<file path="src/rtl/adc_scan_sequencer_if.sv">
// rtl/adc_scan_sequencer_if.sv - ADC_INT command/response stream bundle between sequencer and ADC
interface adc_scan_sequencer_if #(
    parameter int CH_W   = 5,
    parameter int DATA_W = 12
);
    logic              command_valid;
    logic [CH_W-1:0]   command_channel;
    logic              command_startofpacket;
    logic              command_endofpacket;
    logic              command_ready;
    logic              response_valid;
    logic [CH_W-1:0]   response_channel;
    logic [DATA_W-1:0] response_data;

    modport master (
        output command_valid, command_channel, command_startofpacket, command_endofpacket,
        input  command_ready, response_valid, response_channel, response_data
    );

    modport slave (
        input  command_valid, command_channel, command_startofpacket, command_endofpacket,
        output command_ready, response_valid, response_channel, response_data
    );
endinterface

</file>
<file path="src/rtl/adc_scan_sequencer.sv">
// rtl/adc_scan_sequencer.sv - ADC slot-table scan sequencer; ADC_SCAN_AVG_EN enables 4x averaging per slot
module adc_scan_sequencer #(
    parameter int NUM_SLOTS = 8,
    parameter int CH_W      = 5,
    parameter int DATA_W    = 12,
    parameter int TIMEOUT   = 1023,
    localparam int SW       = $clog2(NUM_SLOTS)
) (
    input  logic                 clock_clk,
    input  logic                 reset_sink_reset_n,
    input  logic                 scan_en,
    input  logic [NUM_SLOTS-1:0] slot_en,
    input  logic                 cfg_wr,
    input  logic [SW-1:0]        cfg_slot,
    input  logic [CH_W-1:0]      cfg_chan,
    adc_scan_sequencer_if.master adc,
    output logic                 res_valid,
    output logic [SW-1:0]        res_slot,
    output logic [DATA_W-1:0]    res_data,
    output logic                 scan_done,
    output logic                 busy,
    output logic                 err_timeout,
    output logic                 err_mismatch
);
    localparam int TW = $clog2(TIMEOUT + 1);

    typedef enum logic [2:0] {
        S_IDLE,
        S_SELECT,
        S_CMD,
        S_WAIT_RSP,
        S_DONE
    } state_t;

    state_t            state, state_nxt;
    logic [CH_W-1:0]   chan_table [NUM_SLOTS];
    logic [SW-1:0]     ptr;
    logic              first;
    logic              last;
    logic [CH_W-1:0]   cur_chan;
    logic [TW-1:0]     timer;
    logic              scan_en_q;

    logic              sel_found;
    logic              sel_more;
    logic [SW-1:0]     sel_idx;
    logic              cmd_hs;
    logic              rsp_hit;
    logic              tmo_hit;
    logic              conv_last;

`ifdef ADC_SCAN_AVG_EN
    logic [1:0]        rep;
    logic [DATA_W+1:0] acc;
    logic [DATA_W+1:0] acc_sum;

    assign conv_last = (rep == 2'd3);
    assign acc_sum   = acc + {2'b00, adc.response_data};
`else
    assign conv_last = 1'b1;
`endif

    assign cmd_hs  = (state == S_CMD) && adc.command_ready;
    assign rsp_hit = (state == S_WAIT_RSP) && adc.response_valid;
    assign tmo_hit = (state == S_WAIT_RSP) && !adc.response_valid && (timer == TW'(TIMEOUT));

    // Lowest enabled slot at or above ptr, and whether any enabled slot lies beyond it
    always_comb begin
        sel_found = 1'b0;
        sel_more  = 1'b0;
        sel_idx   = ptr;
        for (int i = 0; i < NUM_SLOTS; i++) begin
            if (slot_en[i] && (SW'(i) >= ptr)) begin
                if (!sel_found) begin
                    sel_found = 1'b1;
                    sel_idx   = SW'(i);
                end else begin
                    sel_more = 1'b1;
                end
            end
        end
    end

    always_comb begin
        state_nxt = state;
        case (state)
            S_IDLE:     if (scan_en && (|slot_en)) state_nxt = S_SELECT;
            S_SELECT:   state_nxt = sel_found ? S_CMD : S_DONE;
            S_CMD:      if (cmd_hs) state_nxt = S_WAIT_RSP;
            S_WAIT_RSP: begin
                if (rsp_hit) begin
                    if (!conv_last)  state_nxt = S_CMD;
                    else             state_nxt = last ? S_DONE : S_SELECT;
                end else if (tmo_hit) begin
                    state_nxt = last ? S_DONE : S_SELECT;
                end
            end
            S_DONE:     state_nxt = scan_en ? S_SELECT : S_IDLE;
            default:    state_nxt = S_IDLE;
        endcase
    end

    always_comb begin
        adc.command_valid         = 1'b0;
        adc.command_channel       = '0;
        adc.command_startofpacket = 1'b0;
        adc.command_endofpacket   = 1'b0;
        if (state == S_CMD) begin
            adc.command_valid         = 1'b1;
            adc.command_channel       = cur_chan;
            adc.command_startofpacket = first;
            adc.command_endofpacket   = last && conv_last;
        end
        scan_done = (state == S_DONE);
        busy      = (state != S_IDLE);
    end

    always_ff @(posedge clock_clk or negedge reset_sink_reset_n) begin
        if (!reset_sink_reset_n) begin
            state        <= S_IDLE;
            ptr          <= '0;
            first        <= 1'b0;
            last         <= 1'b0;
            cur_chan     <= '0;
            timer        <= '0;
            scan_en_q    <= 1'b0;
            res_valid    <= 1'b0;
            res_slot     <= '0;
            res_data     <= '0;
            err_timeout  <= 1'b0;
            err_mismatch <= 1'b0;
            for (int i = 0; i < NUM_SLOTS; i++) begin
                chan_table[i] <= CH_W'(i);
            end
`ifdef ADC_SCAN_AVG_EN
            rep          <= '0;
            acc          <= '0;
`endif
        end else begin
            state     <= state_nxt;
            scan_en_q <= scan_en;
            res_valid <= 1'b0;
            if (cfg_wr) begin
                chan_table[cfg_slot] <= cfg_chan;
            end
            // Clear precedes the case so a timeout in the same cycle still sets the flag
            if (scan_en && !scan_en_q) begin
                err_timeout <= 1'b0;
            end
            case (state)
                S_IDLE: begin
                    if (state_nxt == S_SELECT) begin
                        ptr   <= '0;
                        first <= 1'b1;
                    end
                end
                S_SELECT: begin
                    if (sel_found) begin
                        ptr      <= sel_idx;
                        last     <= !sel_more;
                        cur_chan <= chan_table[sel_idx];
`ifdef ADC_SCAN_AVG_EN
                        rep      <= '0;
                        acc      <= '0;
`endif
                    end
                end
                S_CMD: begin
                    if (cmd_hs) begin
                        first <= 1'b0;
                        timer <= '0;
                    end
                end
                S_WAIT_RSP: begin
                    timer <= timer + 1'b1;
                    if (rsp_hit) begin
                        if (adc.response_channel != cur_chan) begin
                            err_mismatch <= 1'b1;
                        end
`ifdef ADC_SCAN_AVG_EN
                        acc <= acc_sum;
                        if (conv_last) begin
                            res_valid <= 1'b1;
                            res_slot  <= ptr;
                            res_data  <= acc_sum[DATA_W+1:2];
                            ptr       <= ptr + 1'b1;
                        end else begin
                            rep <= rep + 1'b1;
                        end
`else
                        res_valid <= 1'b1;
                        res_slot  <= ptr;
                        res_data  <= adc.response_data;
                        ptr       <= ptr + 1'b1;
`endif
                    end else if (tmo_hit) begin
                        err_timeout <= 1'b1;
                        ptr         <= ptr + 1'b1;
                    end
                end
                S_DONE: begin
                    if (scan_en) begin
                        ptr   <= '0;
                        first <= 1'b1;
                    end
                end
                default: ;
            endcase
        end
    end
endmodule
</file>
<file path="src/flat_wrapper.sv">
// flat-port wrapper written by rule: the top's interface ports become plain ports
module adc_scan_sequencer_flat 
#(
    parameter int NUM_SLOTS = 8,
    parameter int CH_W      = 5,
    parameter int DATA_W    = 12,
    parameter int TIMEOUT   = 1023,
    localparam int SW       = $clog2(NUM_SLOTS)
)
  (clock_clk, reset_sink_reset_n, scan_en, slot_en, cfg_wr, cfg_slot, cfg_chan, res_valid, res_slot, res_data, scan_done, busy, err_timeout, err_mismatch, adc_command_valid, adc_command_channel, adc_command_startofpacket, adc_command_endofpacket, adc_command_ready, adc_response_valid, adc_response_channel, adc_response_data);
  adc_scan_sequencer_if #(.CH_W(CH_W), .DATA_W(DATA_W)) adc_i ();
  input  logic clock_clk;
  input  logic reset_sink_reset_n;
  input  logic scan_en;
  input  logic [NUM_SLOTS-1:0] slot_en;
  input  logic cfg_wr;
  input  logic [SW-1:0] cfg_slot;
  input  logic [CH_W-1:0] cfg_chan;
  output logic res_valid;
  output logic [SW-1:0] res_slot;
  output logic [DATA_W-1:0] res_data;
  output logic scan_done;
  output logic busy;
  output logic err_timeout;
  output logic err_mismatch;
  output wire logic [$bits(adc_i.command_valid)-1:0] adc_command_valid;
  output wire logic [$bits(adc_i.command_channel)-1:0] adc_command_channel;
  output wire logic [$bits(adc_i.command_startofpacket)-1:0] adc_command_startofpacket;
  output wire logic [$bits(adc_i.command_endofpacket)-1:0] adc_command_endofpacket;
  input wire logic [$bits(adc_i.command_ready)-1:0] adc_command_ready;
  input wire logic [$bits(adc_i.response_valid)-1:0] adc_response_valid;
  input wire logic [$bits(adc_i.response_channel)-1:0] adc_response_channel;
  input wire logic [$bits(adc_i.response_data)-1:0] adc_response_data;
  assign adc_command_valid = adc_i.command_valid;
  assign adc_command_channel = adc_i.command_channel;
  assign adc_command_startofpacket = adc_i.command_startofpacket;
  assign adc_command_endofpacket = adc_i.command_endofpacket;
  assign adc_i.command_ready = adc_command_ready;
  assign adc_i.response_valid = adc_response_valid;
  assign adc_i.response_channel = adc_response_channel;
  assign adc_i.response_data = adc_response_data;
  adc_scan_sequencer #(.NUM_SLOTS(NUM_SLOTS), .CH_W(CH_W), .DATA_W(DATA_W), .TIMEOUT(TIMEOUT)) u_core (.clock_clk(clock_clk), .reset_sink_reset_n(reset_sink_reset_n), .scan_en(scan_en), .slot_en(slot_en), .cfg_wr(cfg_wr), .cfg_slot(cfg_slot), .cfg_chan(cfg_chan), .adc(adc_i), .res_valid(res_valid), .res_slot(res_slot), .res_data(res_data), .scan_done(scan_done), .busy(busy), .err_timeout(err_timeout), .err_mismatch(err_mismatch));
endmodule
</file>
<file path="config.mk">
export PLATFORM = sky130hd
export DESIGN_NAME = adc_scan_sequencer_flat
export DESIGN_NICKNAME = d
export VERILOG_FILES = /design/src/rtl/adc_scan_sequencer_if.sv /design/src/rtl/adc_scan_sequencer.sv /design/src/flat_wrapper.sv
export SDC_FILE = /design/constraint.sdc
export NUM_CORES = 1
export LEC_CHECK = 0
export ABC_AREA = 1
export BUFFER_PORTS_ARGS = -buffer_cell sky130_fd_sc_hd__buf_4
export CAP_MARGIN = 0
export CORE_ASPECT_RATIO = 0.5
export CORE_MARGIN = 1.5
export CORE_UTILIZATION = 30
export CTS_BUF_LIST = sky130_fd_sc_hd__clkbuf_2
export CTS_CLUSTER_DIAMETER = 100
export DETAILED_ROUTE_END_ITERATION = 7
export SLEW_MARGIN = 20
export SYNTH_ARGS = -nofsm -noshare
export SYNTH_HDL_FRONTEND = slang
export SYNTH_SLANG_ARGS = --single-unit
</file>
<file path="constraint.sdc">
create_clock -name clock_clk -period 6.1 [get_ports clock_clk]
set_clock_uncertainty 0.1 [all_clocks]
set_input_delay 0.305 -clock clock_clk [delete_from_list [all_inputs] [get_ports clock_clk]]
set_output_delay 0.305 -clock clock_clk [all_outputs]
set_load 0.02 [all_outputs]
</file>
==> impl_metrics.json, run 1 <==
{
  "seqPwrFrac": 0.405,
  "power_mw": 1.96,
  "grt.total_usage": 0.147,
  "dp_cells": 809,
  "start_kind": "flip-flop",
  "drt_wl_total_um": 10700,
  "regToRegSetupSlack_ns": 2.80,
  "finalCriticalPeriod_ns": 3.30,
  "muxShareOfSynthArea": 0,
  "synthAdderAreaFrac": 0.0116,
  "fin_crit_sh": 0.541,
  "grt_pass1_vias": 3660,
  "synth_top_family_by_area": "simple AND/OR/NAND/NOR gates",
  "rsz0062_at_grt": "false",
  "hp-start": "cfg_slot[1]",
  "path_class": "reg -> reg",
  "netlist_area_um2": 4300,
  "p_clk_frac": 0.144,
  "cts_buffer_depth": 2,
  "htreeDepth": 3,
  "overflow": 0,
  "slew_headroom": 0.348,
  "num_vias": 3912,
  "drc": 0,
  "p_leak_nw": 2.68,
  "power_frac_comb": 0.451,
  "dp_hpwl_um": 7800,
  "cts_tree": "built",
  "fmax_mhz": 303,
  "internal-power_mw": 1.11,
  "post_cts_buffers": 0,
  "place.gp.congestion": 0.846,
  "grt_max_degree": 83,
  "area_delta_synth_final_pct": 23.9,
  "peakVddDrop_mv": 0.106,
  "synth_nets": 604,
  "synth_top_area_frac": 0.407,
  "postSynthAreaPerCell_um2": 7.66,
  "cpPeakStageDelay_ns": 0.80,
  "slowest_stage": "nand2_1",
  "root_buffer": "clkbuf_2",
  "dr.pass1.iters": 4,
  "yosys.area_share.simple": 0.292,
  "start_util": 0.312,
  "die_x_um": 172,
  "multi_input_area_um2": 1850,
  "synthArstFlopShare": 1.00,
  "switchingPower_mw": 0.847,
  "cts_resized": 0,
  "io_pins": 67,
  "ys_warn_count": 0,
  "port_buffers": 66,
  "critical_path_required_ns": 6.45,
  "synthFlopType": "dfrtp_1",
  "synthDistinctLibCells": 40,
  "ant_nets": 0,
  "synth-edff-count": 0,
  "crit_path_frequent_cell": "nand3_1",
  "arrival_ns": 3.65,
  "slew_viol_final": 0,
  "syn_inst": 561,
  "dieHeight_um": 87.7,
  "synth_compound_area_frac": 0.121,
  "setup_viol": 0,
  "tightest_slew_ns": 0.970,
  "core_area_um2": 13800,
  "clkTransAtPathRegs_ns": 0.22,
  "clock_latency_ns": 0.54,
  "crit_path_end_kind": "flip-flop",
  "crit_path_max_fanout": 21,
  "powerDensity_nw_per_um2": 368,
  "wl_per_cell_um": 12.6,
  "final_cell_count_no_fill": 849,
  "yosys.area.top_type": "dfrtp_1",
  "grt_pass1_wl_um": 17600,
  "path_cells": "inv_2 > ha_1 > inv_1 > nand3_1 > o21ai_2 > inv_1 > o21ai_1 > nand3_1 > nand2_1 > nand2_1 > nand3_1 > nand3_1 > nand3_1 > nand2_1",
  "clkSinkCount": 82,
  "drt_first_iter_violations": 297,
  "fin_nets": 695,
  "synth-xor-area-share": 0.00407,
  "timing.rr.start": "u_core.ptr[0]",
  "die_area_um2": 15100,
  "seq_area_frac_synth": 0.481,
  "ys_ff_latch": 82,
  "antenna_found_initial": 0,
  "cts-buffers-inserted": 9,
  "viasPerCell": 4.61,
  "hold_slack_ns": 0.118,
  "mostFrequentLayoutCell": "nand2_1",
  "diodes": 0,
  "status": "finished, final reports clean",
  "hold_viol_final": 0,
  "drive_above_1_share": 0.178,
  "seq_area_um2": 2070,
  "switching_share": 0.432,
  "hold_path_class": "in -> reg",
  "rows": 30,
  "drv_cap": 0,
  "final_cell_mix": "nand2_1 (164), inv_1 (80), dfrtp_1 (70), nand3_1 (66), buf_4 (65)",
  "critPathLaunch": "u_core.ptr[0]",
  "fin_setup_tns_ns": 0,
  "synth_area_leaders": "dfrtp_1 (41%), nand2_1 (14%), nand3_1 (7.7%)",
  "n_fill_cell": 1448
}
cells by family after synthesis:
kind of cell | count (synthesis)
buf+inv | 97
compound gates | 91
fa+ha+maj | 4
xor+xnor | 2
flops | 82
simple gates | 285
timing repair:
| item | 4_1_cts | 5_1_grt |
|---|---|---|
| endpoints found under the hold margin | 100 | 0 |
| setup endpoints to repair | 0 | 0 |
| hold buffers | 24 | 0 |
through the flow:
step | instance area (um^2) | worst slack [ns] | utilization
2_1_floorplan | 4300 | 4.01 | -
3_3_place_gp | 4970 | 2.91 | 0.361
3_5_place_dp | 4970 | 2.80 | 0.361
4_1_cts | 5320 | 2.77 | 0.386
5_1_grt | 5330 | 2.33 | 0.387
6_report | 5330 | 2.80 | 0.387
cell usage after synthesis (2+ instances only):
cell type,instances
a22oi_1,2
dfstp_2,12
nand2_4,2
o21ai_0,60
nand3_1,66
nor3_1,6
nand4_1,2
o21ai_1,5
o22ai_1,2
inv_1,80
nand3_2,3
o32ai_1,2
xnor2_1,2
nor2_1,31
o21ai_2,2
nand2_2,6
buf_2,6
dfrtp_1,70
a21oi_1,7
inv_2,6
nand2_1,164
ha_1,4
buf_4,4
power by group through the flow:
| stage | clock (mW) | sequential, mW | combinational [mW] |
|---|---|---|---|
| after floorplan | 0 | 0.833 | 0.563 |
| after global placement | 0 | 0.801 | 0.860 |
| after detailed placement | 0 | 0.804 | 0.874 |
| after CTS | 0.292 | 0.793 | 0.893 |
| after global routing | 0.311 | 0.814 | 1.01 |
| final | 0.282 | 0.793 | 0.884 |
layout make-up:
cell class | count | share of cell area
flip-flops and latches | 82 | 0.388
clock buffers | 10 | 0.00940
inverters | 87 | 0.0613
multi-input cells | 382 | 0.346
well taps | 192 | 0.0451
repair buffers | 90 | 0.139
clock inverters | 6 | 0.0108
registers in the layout, indices dropped and copies added, names as in the netlist, 3 cells and up:
| register | flops |
|---|---|
| u_core.timer | 10 |
| u_core.cur_chan | 5 |
| u_core.res_slot | 3 |
| u_core.state | 3 |
| u_core.res_data | 12 |
| u_core.chan_table | 40 |
| u_core.ptr | 3 |
routing by layer:
layer	vias to the layer above	part of all wire	track usage
li1	1978	-	-
met1	1853	0.47	0.192
met2	66	0.47	0.247
met3	15	0.041	0.0325
met4	0	0.015	0.0458
met5	-	0	0
final timing paths:
path,end,depth (start not counted)
worst min-delay path,u_core.chan_table[1],5
min in group asynchronous,u_core.res_data[11],2
max in group asynchronous,u_core.chan_table[3],2
worst max register to register,u_core.cur_chan[3],14
worst max-delay path,u_core.cur_chan[3],14
worst min register to register,u_core.err_mismatch,1
worst max-delay path, delay by kind of cell, from the launching register on:
family | cells | cell delay [ns]
AND/OR/NAND/NOR | 8 | 1.92
adder cells (fa/ha/maj) | 1 | 0.20
buffers and inverters | 3 | 0.22
flip-flops | 1 | 0.47
AO/OA/AOI/OAI | 2 | 0.33
No activity file was read; power rests on OpenSTA's default activity.
==> run 2, diff against run 1 <==
- clock period: 6.1 -> 3 ns (I/O delays scaled with it)
==> run 2 against run 1 <==
- hold slack got worse by 0.10 ns
- sequential share of layout area fell by 1.8 points
- utilization rose by 1.9 points
- register-to-register slack got worse by 2.5 ns
- flip-flop and latch count did not move
- global-route usage rose by 1.1 points
- fmax rose by 20%
- total power rose by 110%
- die area did not move
- first-iteration DRC count fell by 13%
==> impl_metrics.json, run 2 (same netlist as run 1, synthesis figures left out) <==
{
  "largest_reg_flops": 40,
  "dr.pass1.iters": 5,
  "start_util": 0.312,
  "hold_viol_final": 0,
  "grt_pass1_wl_um": 18800,
  "cts-buffers-inserted": 9,
  "diodes": 0,
  "tightest_slew_ns": 0.947,
  "area_delta_synth_final_pct": 30.0,
  "crit_path_frequent_cell": "dlygate4sd3_1",
  "path_cells": "ha_1 > inv_1 > nand3_1 > o21ai_2 > nand2_2 > dlygate4sd3_1 > o21ai_0 > o2111ai_1 > dlygate4sd3_1 > o21ai_1",
  "core_area_um2": 13800,
  "rows": 30,
  "cts_buffer_depth": 2,
  "critPathLaunch": "u_core.ptr[1]",
  "antenna_found_initial": 0,
  "ff2ff_path_depth": 10,
  "slew_viol_final": 0,
  "start_kind": "flip-flop",
  "crit_path_end_kind": "flip-flop",
  "clkTransAtPathRegs_ns": 0.24,
  "timing.rr.start": "u_core.ptr[1]",
  "place.gp.congestion": 0.866,
  "power_frac_comb": 0.459,
  "peakVddDrop_mv": 0.282,
  "seqPwrFrac": 0.384,
  "switching_share": 0.418,
  "drc": 0,
  "mostFrequentLayoutCell": "nand2_1",
  "viasPerCell": 4.60,
  "fmax_mhz": 364,
  "finalCoreUtilization": 0.406,
  "ant_nets": 0,
  "drt_wl_total_um": 11200,
  "drv_cap": 0,
  "clkSinkCount": 82,
  "io_pins": 67,
  "num_vias": 4021,
  "die_x_um": 172,
  "crit_path_max_fanout": 6,
  "drt_first_iter_violations": 259,
  "switchingPower_mw": 1.75,
  "critical_path_required_ns": 3.37,
  "fin_nets": 720,
  "die_area_um2": 15100,
  "cpPeakStageDelay_ns": 0.56,
  "hold_path_class": "in -> reg",
  "powerDensity_nw_per_um2": 751,
  "setup_viol": 0,
  "drive_above_1_share": 0.182,
  "p_leak_nw": 2.79,
  "dpl_worst_slack_ns": 0.553,
  "r2r-end": "u_core.last",
  "arrival_ns": 3.11,
  "largestRegisters": "u_core.chan_table: 40 flops, u_core.res_data: 12 flops, u_core.timer: 10 flops",
  "grt_max_degree": 83,
  "overflow": 0,
  "grt_pass1_vias": 3957,
  "final_cell_count_no_fill": 874,
  "dieHeight_um": 87.7,
  "internal-power_mw": 2.44,
  "dp_cells": 814,
  "final_cell_mix": "nand2_1 (164), inv_1 (79), buf_4 (70), dfrtp_1 (69), nand3_1 (66)",
  "dp_hpwl_um": 7810,
  "root_buffer": "clkbuf_2",
  "largest-register": "u_core.chan_table",
  "regToRegSetupSlack_ns": 0.26,
  "htreeDepth": 3,
  "slowest_stage": "dlygate4sd3_1",
  "clock_latency_ns": 0.55,
  "fin_setup_tns_ns": 0,
  "endpoint": "u_core.last",
  "wl_per_cell_um": 12.8,
  "worst_slack_ns": 0.256,
  "port_buffers": 66,
  "p_clk_frac": 0.157,
  "power_mw": 4.20,
  "cts_tree": "built",
  "status": "finished, final reports clean",
  "rsz0062_at_grt": "false",
  "path_class": "reg -> reg",
  "finalCriticalPeriod_ns": 2.74,
  "fin_crit_sh": 0.915,
  "slew_headroom": 0.364,
  "grt.total_usage": 0.158
}
[run 2: repair_timing]
item / in CTS / in global routing
endpoints found under the hold margin: 134 / 0
setup endpoints to repair: 0 / 1
resized for setup: 0 / 2
setup buffers: 0 / 0
hold buffers: 44 / 0
[run 2: power groups by stage]
stage	Combinational [mW]	Sequential, mW	Clock, mW
after floorplan	1.14	1.69	0
after CTS	1.93	1.61	0.676
after detailed placement	1.82	1.63	0
after global routing	2.18	1.65	0.721
final	1.93	1.61	0.657
after global placement	1.80	1.63	0
[run 2: critical path: cells and delay by family, from the launching register on]
family          cells  cell delay [ns]
flops               1             0.50
fa+ha+maj           1             0.21
compound gates      4             0.48
simple gates        2             0.24
buf+inv             3             1.17
[run 2: worst min path at each step]
stage	start	to	cells after the start
final	cfg_wr	u_core.chan_table[3]	4
after global routing	cfg_wr	u_core.chan_table[0]	4
after floorplan	reset_sink_reset_n	u_core.chan_table[11]	0
after detailed placement	scan_en	u_core.scan_en_q	1
after global placement	scan_en	u_core.scan_en_q	1
after CTS	cfg_wr	u_core.chan_table[3]	4
[run 2: layout make-up]
| class | count | area, um^2 |
|---|---|---|
| well taps | 192 | 240 |
| inverters | 87 | 327 |
| fillers | 1402 | 8190 |
| clock buffers | 10 | 50.0 |
| clock inverters | 6 | 81.3 |
| multi-input cells | 382 | 1850 |
| flip-flops and latches | 82 | 2070 |
| repair buffers | 115 | 977 |
[run 2: layer usage]
metal | part of all wire | GRT usage
met5 | 0 | 0
met3 | 0.034 | 0.0312
met1 | 0.48 | 0.209
met2 | 0.47 | 0.264
met4 | 0.018 | 0.0482
[run 2: per-stage QoR]
stage          cell area (um^2)  hold slack (ns)
6_report                   5590           0.0169
5_1_grt                    5590           0.0212
4_1_cts                    5580          0.00377
3_5_place_dp               5010            0.203
3_3_place_gp               5010            0.201
2_1_floorplan              4300           -0.246
==> run 3, diff against run 2 <==
- PLACE_DENSITY: not set -> 0.51
==> run 3 against run 2 <==
- final cell count is 0.23% lower
- routed wire length is 3.1% higher
- cell area is 0.78% lower
- fmax is 2.1% lower
- critical path type unchanged
- highest routed layer unchanged
==> impl_metrics.json, run 3 (same netlist as run 1, synthesis figures left out) <==
{
  "status": "finished, final reports clean",
  "critical_path_required_ns": 3.38,
  "slew_viol_final": 0,
  "arrival_ns": 3.18,
  "ant_nets": 0,
  "power_mw": 4.10,
  "slew_headroom": 0.503,
  "cts-buffers-inserted": 9,
  "dp_hpwl_um": 8190,
  "htreeDepth": 3,
  "crit_path_frequent_cell": "dlygate4sd3_1",
  "overflow": 0,
  "final_area_um2": 5550,
  "mostFrequentLayoutCell": "nand2_1",
  "critPathTopFamily": "buffers and inverters",
  "largestRegisters": "u_core.chan_table: 40 flops, u_core.res_data: 12 flops, u_core.timer: 10 flops",
  "cts_buffer_depth": 2,
  "fin_crit_sh": 0.934,
  "peakVddDrop_mv": 0.241,
  "clkTransAtPathRegs_ns": 0.24,
  "drc": 0,
  "dr.pass1.iters": 4,
  "powerDensity_nw_per_um2": 740,
  "antenna_found_initial": 0,
  "rows": 30,
  "clkSinkCount": 82,
  "wl_per_cell_um": 13.2,
  "start_util": 0.312,
  "cts_tree": "built",
  "port_buffers": 66,
  "n_fill_cell": 1448,
  "fin_nets": 718,
  "hold_path_class": "in -> reg",
  "drt_wl_total_um": 11500,
  "grt_max_degree": 56,
  "rsz0062_at_grt": "false",
  "slowest_stage": "dlygate4sd3_1",
  "place.gp.congestion": 0.864,
  "grt_pass1_vias": 3797,
  "postPlaceCellArea_um2": 5030,
  "largest_reg_flops": 40,
  "tightest_slew_ns": 0.745,
  "root_buffer": "clkbuf_2",
  "grt.total_usage": 0.163,
  "die_x_um": 172,
  "largest-register": "u_core.chan_table",
  "finalCriticalPeriod_ns": 2.80,
  "fin_setup_tns_ns": 0,
  "path_class": "reg -> reg",
  "area_delta_synth_final_pct": 29.0,
  "setup_viol": 0,
  "grt_pass1_wl_um": 19100,
  "clock_latency_ns": 0.55,
  "path_cells": "inv_2 > ha_1 > inv_1 > nand3_1 > o21ai_2 > nand2_2 > dlygate4sd3_1 > o21ai_0 > o2111ai_1 > dlygate4sd3_1 > o21ai_1",
  "drv_cap": 0,
  "viasPerCell": 4.50,
  "hold_viol_final": 0,
  "drt_first_iter_violations": 280,
  "start_kind": "flip-flop",
  "core_area_um2": 13800,
  "drive_above_1_share": 0.187,
  "crit_path_end_kind": "flip-flop",
  "num_vias": 3927,
  "io_pins": 67,
  "dieHeight_um": 87.7,
  "fmax_mhz": 357,
  "final_cell_mix": "nand2_1 (164), inv_1 (79), buf_4 (73), dfrtp_1 (69), nand3_1 (66)",
  "cpPeakStageDelay_ns": 0.57,
  "crit_path_max_fanout": 5,
  "crit_buf_inv": 4,
  "diodes": 0,
  "hold_slack_ns": 0.0389,
  "p_leak_nw": 2.77,
  "die_area_um2": 15100
}
-- run 3: cell count changes in the layout (fill, tap and decap cells not counted), sizes merged --
cell	change
dlygate4sd3	-4
buf	+2
clkinv	-2
clkinvlp	+2
bufinv	-1
inv	+1
-- run 3: layer usage --
metal,global-route usage,vias up,routed length [um]
li1,-,2038,-
met1,0.224,1816,5780
met2,0.262,62,5230
met3,0.0393,11,368
met4,0.0395,0,125
met5,0,-,0
-- run 3: timing repair --
| action | 4_1_cts | 5_1_grt |
|---|---|---|
| gates resized for setup | 0 | 2 |
| hold buffers | 40 | 0 |
| setup endpoints to repair | 0 | 2 |
| endpoints found under the hold margin | 117 | 0 |
| buffers inserted | 0 | 0 |
-- run 3: through the flow --
step / std cells / setup WS (ns) / utilization
finish: 872 / 0.197 / 0.403
global route: 872 / 0.0189 / 0.403
CTS: 872 / 0.150 / 0.402
detailed placement: 816 / 0.378 / 0.365
global placement: 816 / 0.414 / 0.365
floorplan: 561 / 0.911 / -
-- run 3: cell type report --
type,instances,area (um^2),share of cell area
timing repair buffer,113,948,0.171
multi-input combinational,382,1850,0.333
tap,192,240,0.0433
sequential,82,2070,0.373
clock buffer,10,50.0,0.00903
inverter,87,327,0.0589
clock inverter,6,66.3,0.0120
-- run 3: final timing paths --
check                                     from                   end  slack (ns)  cells after the start
min in group asynchronous   reset_sink_reset_n  u_core.chan_table[9]        0.06                      2
min                                     cfg_wr  u_core.chan_table[1]        0.04                      5
max                              u_core.ptr[0]           u_core.last        0.20                     11
max in group asynchronous   reset_sink_reset_n    u_core.res_data[0]        1.99                      3
min reg2reg                u_core.err_mismatch   u_core.err_mismatch        0.39                      1
max reg2reg                      u_core.ptr[0]           u_core.last        0.20                     11
-- run 3: report_power, final --
group	switching, mW	total (mW)	leakage, nW	internal [mW]
Clock	0.409	0.606	0.0662	0.197
Combinational	1.17	1.88	1.69	0.714
Sequential	0.194	1.61	1.02	1.42
Total	1.77	4.10	2.77	2.33
-- run 3: worst reg2reg max path, delay by kind of cell, from the launching register on --
kind | cells | cell delay, ns
simple gates | 2 | 0.23
compound gates | 4 | 0.50
fa+ha+maj | 1 | 0.19
buf+inv | 4 | 1.27
flops | 1 | 0.46
